**src/rtl/alu_unit.sv**
```systemverilog
// Integer execute stage: registers one RV32I ALU / branch-compare result per fired op.
// Results appear one rdy-cycle after capture on the ALU broadcast bus.
module alu_unit #(
  parameter int ROB_W  = 4,
  parameter int TYPE_W = 4
) (
  input  logic              clk,
  input  logic              rst,
  input  logic              rdy,
  input  logic              clear,
  input  logic              rs_shot,
  input  logic [31:0]       alu_r1,
  input  logic [31:0]       alu_r2,
  input  logic [ROB_W-1:0]  alu_rob_id,
  input  logic [TYPE_W-1:0] alu_work_type,
  output logic              alu_ready,
  output logic [ROB_W-1:0]  inputalu_rob_id,
  output logic [31:0]       alu_value
);

  typedef enum logic [3:0] {
    OP_ADD  = 4'd0,
    OP_SUB  = 4'd1,
    OP_AND  = 4'd2,
    OP_OR   = 4'd3,
    OP_XOR  = 4'd4,
    OP_SLL  = 4'd5,
    OP_SRL  = 4'd6,
    OP_SRA  = 4'd7,
    OP_SLT  = 4'd8,
    OP_SLTU = 4'd9,
    OP_BEQ  = 4'd10,
    OP_BNE  = 4'd11,
    OP_BLT  = 4'd12,
    OP_BGE  = 4'd13,
    OP_BLTU = 4'd14,
    OP_BGEU = 4'd15
  } op_e;

  op_e         op;
  logic [4:0]  shamt;
  logic        lt_s;
  logic        lt_u;
  logic        eq;
  logic [31:0] result;

  assign op    = op_e'(alu_work_type[3:0]);
  assign shamt = alu_r2[4:0];
  assign lt_s  = $signed(alu_r1) < $signed(alu_r2);
  assign lt_u  = alu_r1 < alu_r2;
  assign eq    = alu_r1 == alu_r2;

  always_comb begin
    result = '0;
    unique case (op)
      OP_ADD:  result = alu_r1 + alu_r2;
      OP_SUB:  result = alu_r1 - alu_r2;
      OP_AND:  result = alu_r1 & alu_r2;
      OP_OR:   result = alu_r1 | alu_r2;
      OP_XOR:  result = alu_r1 ^ alu_r2;
      OP_SLL:  result = alu_r1 << shamt;
      OP_SRL:  result = alu_r1 >> shamt;
      OP_SRA:  result = $unsigned($signed(alu_r1) >>> shamt);
      OP_SLT:  result = {31'd0, lt_s};
      OP_SLTU: result = {31'd0, lt_u};
      OP_BEQ:  result = {31'd0, eq};
      OP_BNE:  result = {31'd0, ~eq};
      OP_BLT:  result = {31'd0, lt_s};
      OP_BGE:  result = {31'd0, ~lt_s};
      OP_BLTU: result = {31'd0, lt_u};
      OP_BGEU: result = {31'd0, ~lt_u};
      default: result = '0;
    endcase
  end

  // Bubbles only drop alu_ready; id/value keep their last contents.
  always_ff @(posedge clk) begin
    if (rst) begin
      alu_ready       <= 1'b0;
      inputalu_rob_id <= '0;
      alu_value       <= '0;
    end else if (rdy) begin
      if (clear) begin
        alu_ready <= 1'b0;
      end else if (rs_shot) begin
        alu_ready       <= 1'b1;
        inputalu_rob_id <= alu_rob_id;
        alu_value       <= result;
      end else begin
        alu_ready <= 1'b0;
      end
    end
  end

endmodule

```
**config.mk**
```make
export PLATFORM = sky130hd
export DESIGN_NAME = alu_unit
export DESIGN_NICKNAME = d
export VERILOG_FILES = /design/src/rtl/alu_unit.sv
export SDC_FILE = /design/constraint.sdc
export NUM_CORES = 1
export LEC_CHECK = 0
export ABC_AREA = 1
export BUFFER_PORTS_ARGS = -buffer_cell sky130_fd_sc_hd__buf_2
export CAP_MARGIN = 20
export CORE_UTILIZATION = 47
export DETAILED_ROUTE_END_ITERATION = 16
export PLACE_DENSITY = 0.65
export SYNTH_ARGS = -nofsm -noshare
export SYNTH_HDL_FRONTEND = slang
export SYNTH_SLANG_ARGS = --single-unit
```
**constraint.sdc**
```tcl
create_clock -name clk -period 8.24 [get_ports clk]
set_clock_uncertainty 0.1 [all_clocks]
set_input_delay 1.648 -clock clk [delete_from_list [all_inputs] [get_ports clk]]
set_output_delay 1.648 -clock clk [all_outputs]
set_load 0.01 [all_outputs]
```
# Yosys cells after proc, flatten, opt, wreduce, memory -nomap -nowiden
# Index checks and enable logic that the tools add are counted.
dict set report totals {
  in_bits 77
  latchBits 0
  wordCells 40
  mem_bits_rw 0
  romBits 0
  memories 0
  regBits 37
  out_inout_bits 37
}
dict set report op_classes {
  n_reduce_logical 4
  add_sub_neg 2
  muxes 3
  shift 3
  n_eq_ne 16
  n_bitwise 7
  order_cmp 2
  div 0
  mul 0
}
# op n
set ops {}
lappend ops {{$pmux 32 s14} 1}
lappend ops {{$lt 32x32->1} 2}
lappend ops {{$add 32x32->32} 1}
lappend ops {{$and 32x32->32} 1}
lappend ops {{$eq 32x32->1} 1}
lappend ops {{$eq 4x4->1 const B} 8}
lappend ops {{$or 32x32->32} 1}
lappend ops {{$shl 32x5->32} 1}
lappend ops {{$shr 32x5->32} 1}
lappend ops {{$sshr 32x5->32} 1}
lappend ops {{$sub 32x32->32} 1}
lappend ops {{$xor 32x32->32} 1}
lappend ops {{$eq 4x3->1 const B} 4}
lappend ops {{$eq 4x2->1 const B} 2}
lappend ops {{$eq 4x1->1 const B} 1}
lappend ops {{$logic_not 4->1} 1}
lappend ops {{$not 1->1} 4}
lappend ops {{$reduce_or 2->1} 2}
lappend ops {{$reduce_and 3->1} 1}
lappend ops {{$mux 1} 2}

# Depth between registers and ports, before layout
# Gate-level depths: netlist (run 1).
dict set report depth {
  ltp_word 3
  ltp_mapped 21
  depth_no_buf 18
}

# Worst setup path after synthesis (run 1)
# Ideal clock, no wire load.
dict set report synth_path {
  path_type {input port to flip-flop}
  startpoint {input alu_r2[3]}
  endpoint {register alu_value[18]}
  t_arrival_ps 3825
  setup_ps 117
  path_slack_ps 4198
  stages 17
  cell_sequence {buf_2 > inv_2 > buf_2 > buf_1 > ha_1 > buf_4 > a21oi_1 > nand2_1 > a21boi_1 > o21ai_2 > nand2_1 > nand2_1 > xor2_1 > nand2_1 > nand2_1 > nor2_1 > nor2_1}
}
dict set report synth_between {
  elab_chain_len 2
}
# item line_no
set synth_lines {}
lappend synth_lines {{start, declared} 13} ;# input logic [31:0] alu_r2,
lappend synth_lines {{$sub 32x32->32, or another cell as far along} 57} ;# OP_SUB: result = alu_r1 - alu_r2;
lappend synth_lines {{$pmux 32 s14 *} 55} ;# unique case (op)
lappend synth_lines {{end signal, assigned} 88} ;# alu_value <= result;
lappend synth_lines {{end, declared} 18} ;# output logic [31:0] alu_value
# Mark *: on every way between the ends. The rest lies on a longest branch, timed or not.
# A chain may end at the register's enable or synchronous reset.

# Worst setup path in the final report (run 1)
dict set report layout_path {
  startpoint {input alu_r2[2]}
  endpoint {register alu_value[20]}
}
# Same word-level chain as after synthesis.

==> results of run 1 <==
-- through the flow --
stage,area [sq um],power [mW],util [%]
floorplan,10700,0.641,-
global placement,11200,0.856,50.7
detailed placement,11200,0.859,50.7
CTS,11400,1.09,51.5
global route,11400,1.19,51.7
finish,11400,1.13,51.7
-- cells in the mapped netlist, types with 7 or more instances --
| library cell | instances | area share, % |
|---|---|---|
| nor2_1 | 228 | 8.0 |
| a211oi_1 | 8 | 0.56 |
| nand2_1 | 604 | 21 |
| o21ai_1 | 36 | 1.7 |
| clkbuf_1 | 35 | 1.2 |
| o21ai_0 | 117 | 5.5 |
| buf_2 | 52 | 2.4 |
| nor3_1 | 13 | 0.61 |
| inv_2 | 12 | 0.42 |
| inv_1 | 216 | 7.6 |
| dfxtp_1 | 37 | 6.9 |
| nand4_1 | 25 | 1.5 |
| nor4_1 | 7 | 0.41 |
| o211ai_1 | 28 | 2.0 |
| nand3_1 | 266 | 12 |
| o22ai_1 | 16 | 0.93 |
| a221oi_1 | 8 | 0.65 |
| o21a_1 | 13 | 0.91 |
| a21oi_1 | 144 | 6.7 |
| ha_1 | 97 | 11 |
| buf_1 | 9 | 0.31 |
| o21bai_1 | 13 | 0.91 |
-- worst max path at each step --
stage | start | end | cells after the start
after global placement | alu_r2[2] | alu_value[20] | 19
final | alu_r2[2] | alu_value[20] | 19
after global routing | alu_r2[2] | alu_value[20] | 19
after floorplan | alu_r2[3] | alu_value[18] | 17
after CTS | alu_r2[2] | alu_value[20] | 19
after detailed placement | alu_r2[2] | alu_value[20] | 19
-- power groups by stage --
stage | Sequential [mW] | Combinational, mW | Clock [mW]
floorplan | 0.200 | 0.441 | 0
global placement | 0.196 | 0.659 | 0
detailed placement | 0.196 | 0.663 | 0
CTS | 0.193 | 0.667 | 0.235
global route | 0.194 | 0.751 | 0.242
finish | 0.193 | 0.696 | 0.237
-- worst max-delay path, stage by stage --
cell and delay (ps):
buf_2 80, buf_4 530, clkinv_1 150, buf_4 360, ha_1 500, inv_2 120, nand3_1 100, nand2_1 170
nand2_1 70, nand2_1 150, inv_1 120, o21bai_2 230, nand2_1 100, nand2_1 80, nand2_1 50, nand3_1 100
nand4_1 250, nor2_1 160, nor2_1 50
-- final cells by class --
type | count | share of cell area [%]
well taps | 280 | 3.07
flip-flops and latches | 37 | 6.49
clock buffers | 6 | 1.22
multi-input cells | 1684 | 75.2
repair buffers | 128 | 6.12
inverters | 231 | 7.60
clock inverters | 2 | 0.329
-- state kept, by name (all words and copies together) (netlist names) --
name	flops
alu_value	32
inputalu_rob_id	4
alu_ready	1
-- metal layers --
metal,routed length [microns],GRT usage [%],part of all wire [%],vias to the layer above
met3,5930,7.54,11,174
met1,20600,57.0,39,6573
met4,3370,25.0,6.5,0
li1,-,-,-,6839
met5,0,0,0,-
met2,22300,68.2,43,1021
-- cells by family after synthesis --
logic type	after synthesis
AOI/OAI and AO/OA	415
xor gates and xnor gates	6
adders and majority gates	99
buffers and inverters	340
DFF	37
muxes	3
and+or+nand+nor	1161
-- cell usage in the layout, fill, tap and decap left out, types with 7 or more instances in the layout --
master    synthesis  routed
o211ai_1         28      28
inv_1           216     216
nor2_1          228     226
a211oi_1          8       8
buf_4             6      14
o22ai_1          16      16
nor3_1           13      13
a221oi_1          8       8
o21ai_1          36      36
o21a_1           13      13
o21ai_0         117     117
nand3_1         266     266
a21oi_1         144     144
ha_1             97      97
dfxtp_1          37      37
inv_2            12      12
o21bai_1         13      13
buf_2            52     113
nor4_1            7       7
nand2_1         604     604
nand4_1          25      25
==> flow_summary.toml, run 1 <==
[worst_setup_path]
endpoint_kind = "flip-flop"
critPathLaunchType = "primary input"
cp_max_fo = 70
critPathRequiredTime_ps = 8320
r2r-start = "alu_value[6]"
r2r_slack_ps = 7370
cp.arrival_ps = 5040
path_class = "primary input to flip-flop"
r2r_cells = 3
r2r-end = "alu_value[6]"

[yosys]
netlist_instances = 2061
synth_area_sq_mm = 0.0107
synth.distinct_cells = 50
synth_top_family_by_area = "simple AND/OR/NAND/NOR gates"
synth_compound_gate_area_share_pct = 22.2
synthMuxAreaShare_pct = 0.280
synth_edf_count = 0
async_flop_share_pct = 0
ys_seq_area_share_pct = 6.91
synth_fa_ha_area_share_pct = 11.7
synth_ff_type = "dfxtp_1"
synth_area_per_cell_sq_um = 5.20
ys.warnings.count = 0
synth_xor_area_share_pct = 0.490
synth_nets = 2237
yosys.area_share.simple_pct = 45.3
synth-seq-cells = 37

[power]
p_clk_share_pct = 21.0
p_comb_share_pct = 61.9
power.internal_mw = 0.534
sw_frac_of_total_pct = 52.6
p_leak_nw = 6.04
p_switching_mw = 0.592
vdd_drop_max_uv = 107
power_frac_seq_pct = 17.1
power.density_mw_per_mm2 = 98.6

[final_layout]
drive_gt1_share_pct = 8.09
register_area_sq_um = 741
antennaDiodeCount = 0
n_fill_cell = 2509
multi_input_area_sq_mm = 0.00858
synthToLayoutAreaGrowth_pct = 6.45
fin_cells = 2368
layout.nets = 2263

[routing]
drt.antenna.violating_nets = 0
viasPerCell = 6.17
drtPass1Iterations = 6
avgRoutedWirePerCell_microns = 22.0
route.vias.total = 14607
drc = 0
wirelength_microns = 52200
dr.first_iter.drc_count = 2080

[die]
start_util_pct = 48.5
die_h_microns = 153
dieArea_sq_mm = 0.0234
io_pins = 114
core_area_sq_mm = 0.0221
die-width_microns = 153
fp-row-count = 54

[sta]
timing.final.ws_setup_ps = 3290
fin_crit_sh_pct = 60.1
max_slew_margin_pct = 24.4
fin_setup_tns_ps = 0
timing.fmax_mhz = 202
rsz0062_at_grt = "no"
hold_violations = 0
max_slew.worst_pin.slew_ps = 1130
setup_violations = 0
fin_hold_ws_ps = 367
drv_slew = 0
period_needed_ps = 4950

[grt]
grt_max_degree = 72
antenna_found_initial = 1
grt_use_total_pct = 43.8
grt_overflow = 0
grt_pass1_vias = 13140
grt_pass1_wl_microns = 78400

[hold_path]
holdPathEnd = "alu_value[1]"
hold_start = "alu_value[1]"
min_path_cells = 2
holdCritPathClass = "flip-flop to flip-flop"

[cts]
clkTransAtPathRegs_ps = 60
clock_latency_ps = 280
htreeDepth = 2
cts_root_buf = "clkbuf_16"
cts_made_buffers = 5
clkSinkCount = 37
cts_tree = "done"
cts_max_path_buffers = 2
ctsResizeCount = 0
ctsHoldBuffers = 0
postCtsSetupBuffers = 0

[place]
dp_hpwl_microns = 42300
globalplace.congestion = 1.06
port-buffer-count = 113
pre_cts_ws_ps = 3110
dp.cells = 2359

[job]
cap_viol_max_count = 0

[run_status]
status = "finished, final reports clean"
Power figures use the tool's default switching activity.
==> run 2: changes to the inputs <==
--- a/config.mk
+++ b/config.mk
@@ -10,7 +10,7 @@
 export CAP_MARGIN = 20
 export CORE_UTILIZATION = 47
 export DETAILED_ROUTE_END_ITERATION = 16
-export PLACE_DENSITY = 0.65
+export PLACE_DENSITY = 0.68
 export SYNTH_ARGS = -nofsm -noshare
 export SYNTH_HDL_FRONTEND = slang
 export SYNTH_SLANG_ARGS = --single-unit
==> constraint.sdc (replaced) <==
create_clock -name clk -period 4.5 [get_ports clk]
set_clock_uncertainty 0.1 [all_clocks]
set_input_delay 0.9 -clock clk [delete_from_list [all_inputs] [get_ports clk]]
set_output_delay 0.9 -clock clk [all_outputs]
set_load 0.01 [all_outputs]
==> run 2 against run 1 <==
Compared with the run above:
- combinational power grew 84%
- sequential cell count is the same
- hold slack better by 0.71 ps
- critical path type unchanged
- largest cell class unchanged
- clock-buffer cell count is 1 lower
- sequential power rose by 82%
- critical path depth is 9 lower
- via count rose by 0.61%
- final cell count increased by 0.42%
==> flow_summary.toml, run 2 (synthesis results as in run 1) <==
[worst_setup_path]
r2r_slack_ps = 3660
r2r-start = "alu_value[6]"
max_stage_delay_ps = 540
startpoint = "alu_r2[4]"
crit_end = "alu_value[5]"
critPathRequiredTime_ps = 4590
critPathLaunchType = "primary input"
worst-path-buf-inv = 4
endpoint_kind = "flip-flop"
r2r-end = "alu_value[6]"
cp_max_fo = 20
cp.depth = 10
r2r_cells = 3
slowest_stage = "a211oi_1"
crit_chain = "buf_2 -> clkinv_1 -> ha_1 -> inv_1 -> a21oi_1 -> nand3_1 -> a211oi_1 -> nand3_1 -> o21ai_0 -> inv_1"
path_delay_family = "compound AO/OA/AOI/OAI gates"
path_class = "primary input to flip-flop"
cp.arrival_ps = 3710

[cts]
clkTransAtPathRegs_ps = 60
clock_latency_ps = 290
cts_tree = "done"
cts_max_path_buffers = 2
ctsHoldBuffers = 0
clkSinkCount = 37
htreeDepth = 2
cts_root_buf = "clkbuf_16"
cts_made_buffers = 5
ctsResizeCount = 0
postCtsSetupBuffers = 0

[die]
core_area_sq_mm = 0.0221
dieArea_sq_mm = 0.0234
fp-row-count = 54
die-width_microns = 153
start_util_pct = 48.5
die_h_microns = 153
io_pins = 114

[sta]
fin_crit_sh_pct = 80.6
hold_violations = 0
drv_slew = 0
max_slew_margin_pct = 37.9
timing.fmax_mhz = 276
fin_setup_tns_ps = 0
max_slew.worst_pin.slew_ps = 928
period_needed_ps = 3630
setup_violations = 0
rsz0062_at_grt = "no"

[routing]
drt.antenna.violating_nets = 0
wirelength_microns = 52500
drtPass1Iterations = 7
dr.first_iter.drc_count = 2197
avgRoutedWirePerCell_microns = 22.1
route.vias.total = 14696
drc = 0
viasPerCell = 6.18

[grt]
grt_pass1_vias = 12974
grt_overflow = 0
grt_use_total_pct = 43.5
grtUsageMet2_pct = 66.0
grt_busiest_layer = "met2"
grt_util_met3_pct = 5.33
antenna_found_initial = 0
grt_max_degree = 70
met1_usage_pct = 59.2
grt_pass1_wl_microns = 77700

[place]
globalplace.congestion = 1.10
dp.cells = 2370
port-buffer-count = 113
dpl_cell_area_sq_mm = 0.0113
dp_hpwl_microns = 42600

[final_layout]
fin_cells = 2378
layout.nets = 2273
n_fill_cell = 2472
top_regs = "alu_value x32, inputalu_rob_id x4, alu_ready x1"
final_common_cell = "nand2_1"
final_util_pct = 52.0
final_cell_mix = "nand2_1, nand3_1, nor2_1"
multi_input_area_sq_mm = 0.00858
drive_gt1_share_pct = 8.53
synthToLayoutAreaGrowth_pct = 7.13
register_area_sq_um = 741
antennaDiodeCount = 0
final_area_sq_mm = 0.0115
top_register = "alu_value"
largest_reg_flops = 32

[power]
power.density_mw_per_mm2 = 183
p_leak_nw = 6.10
vdd_drop_max_uv = 140
total_power_mw = 2.10

[hold_path]
holdCritPathClass = "flip-flop to flip-flop"

[run_status]
status = "finished, final reports clean"

[job]
cap_viol_max_count = 0
[run 2: per-layer routing]
metal	share of wire [%]	up-vias
met2	42	1034
met3	11	163
met4	6.4	0
met5	0	-
met1	41	6629
li1	-	6870
[run 2: worst min path at each step]
stage / startpoint / depth (start not counted) / slack, ps / to
2_1_floorplan: alu_ready / 2 / 390 / alu_ready
3_3_place_gp: alu_ready / 2 / 350 / alu_ready
3_5_place_dp: alu_value[2] / 2 / 360 / alu_value[2]
4_1_cts: alu_value[2] / 2 / 370 / alu_value[2]
5_1_grt: alu_value[17] / 2 / 410 / alu_value[17]
6_report: alu_value[2] / 2 / 370 / alu_value[2]
[run 2: tightest hold or removal path, stage by stage (launching register included)]
cell     delay (ps)
dfxtp_1         310
nand2_1          60
a21oi_1          60
[run 2: layout make-up]
cell class                 instances  share of cell area [%]
timing repair buffer             138                    6.56
inverter                         231                    7.55
clock buffer                       5                    1.09
sequential                        37                    6.45
multi-input combinational       1684                    74.7
clock inverter                     3                   0.599
tap                              280                    3.05
[run 2: per-stage QoR]
step | hold slack (ps) | setup slack, ps
after floorplan | 387 | 1210
after global placement | 353 | 772
after detailed placement | 357 | 753
after CTS | 367 | 1050
after global routing | 405 | 758
final | 368 | 873
[run 2: power breakdown]
part,internal [mW],switching (mW)
clock network,0.320,0.151
registers,0.344,0.00744
logic,0.360,0.920
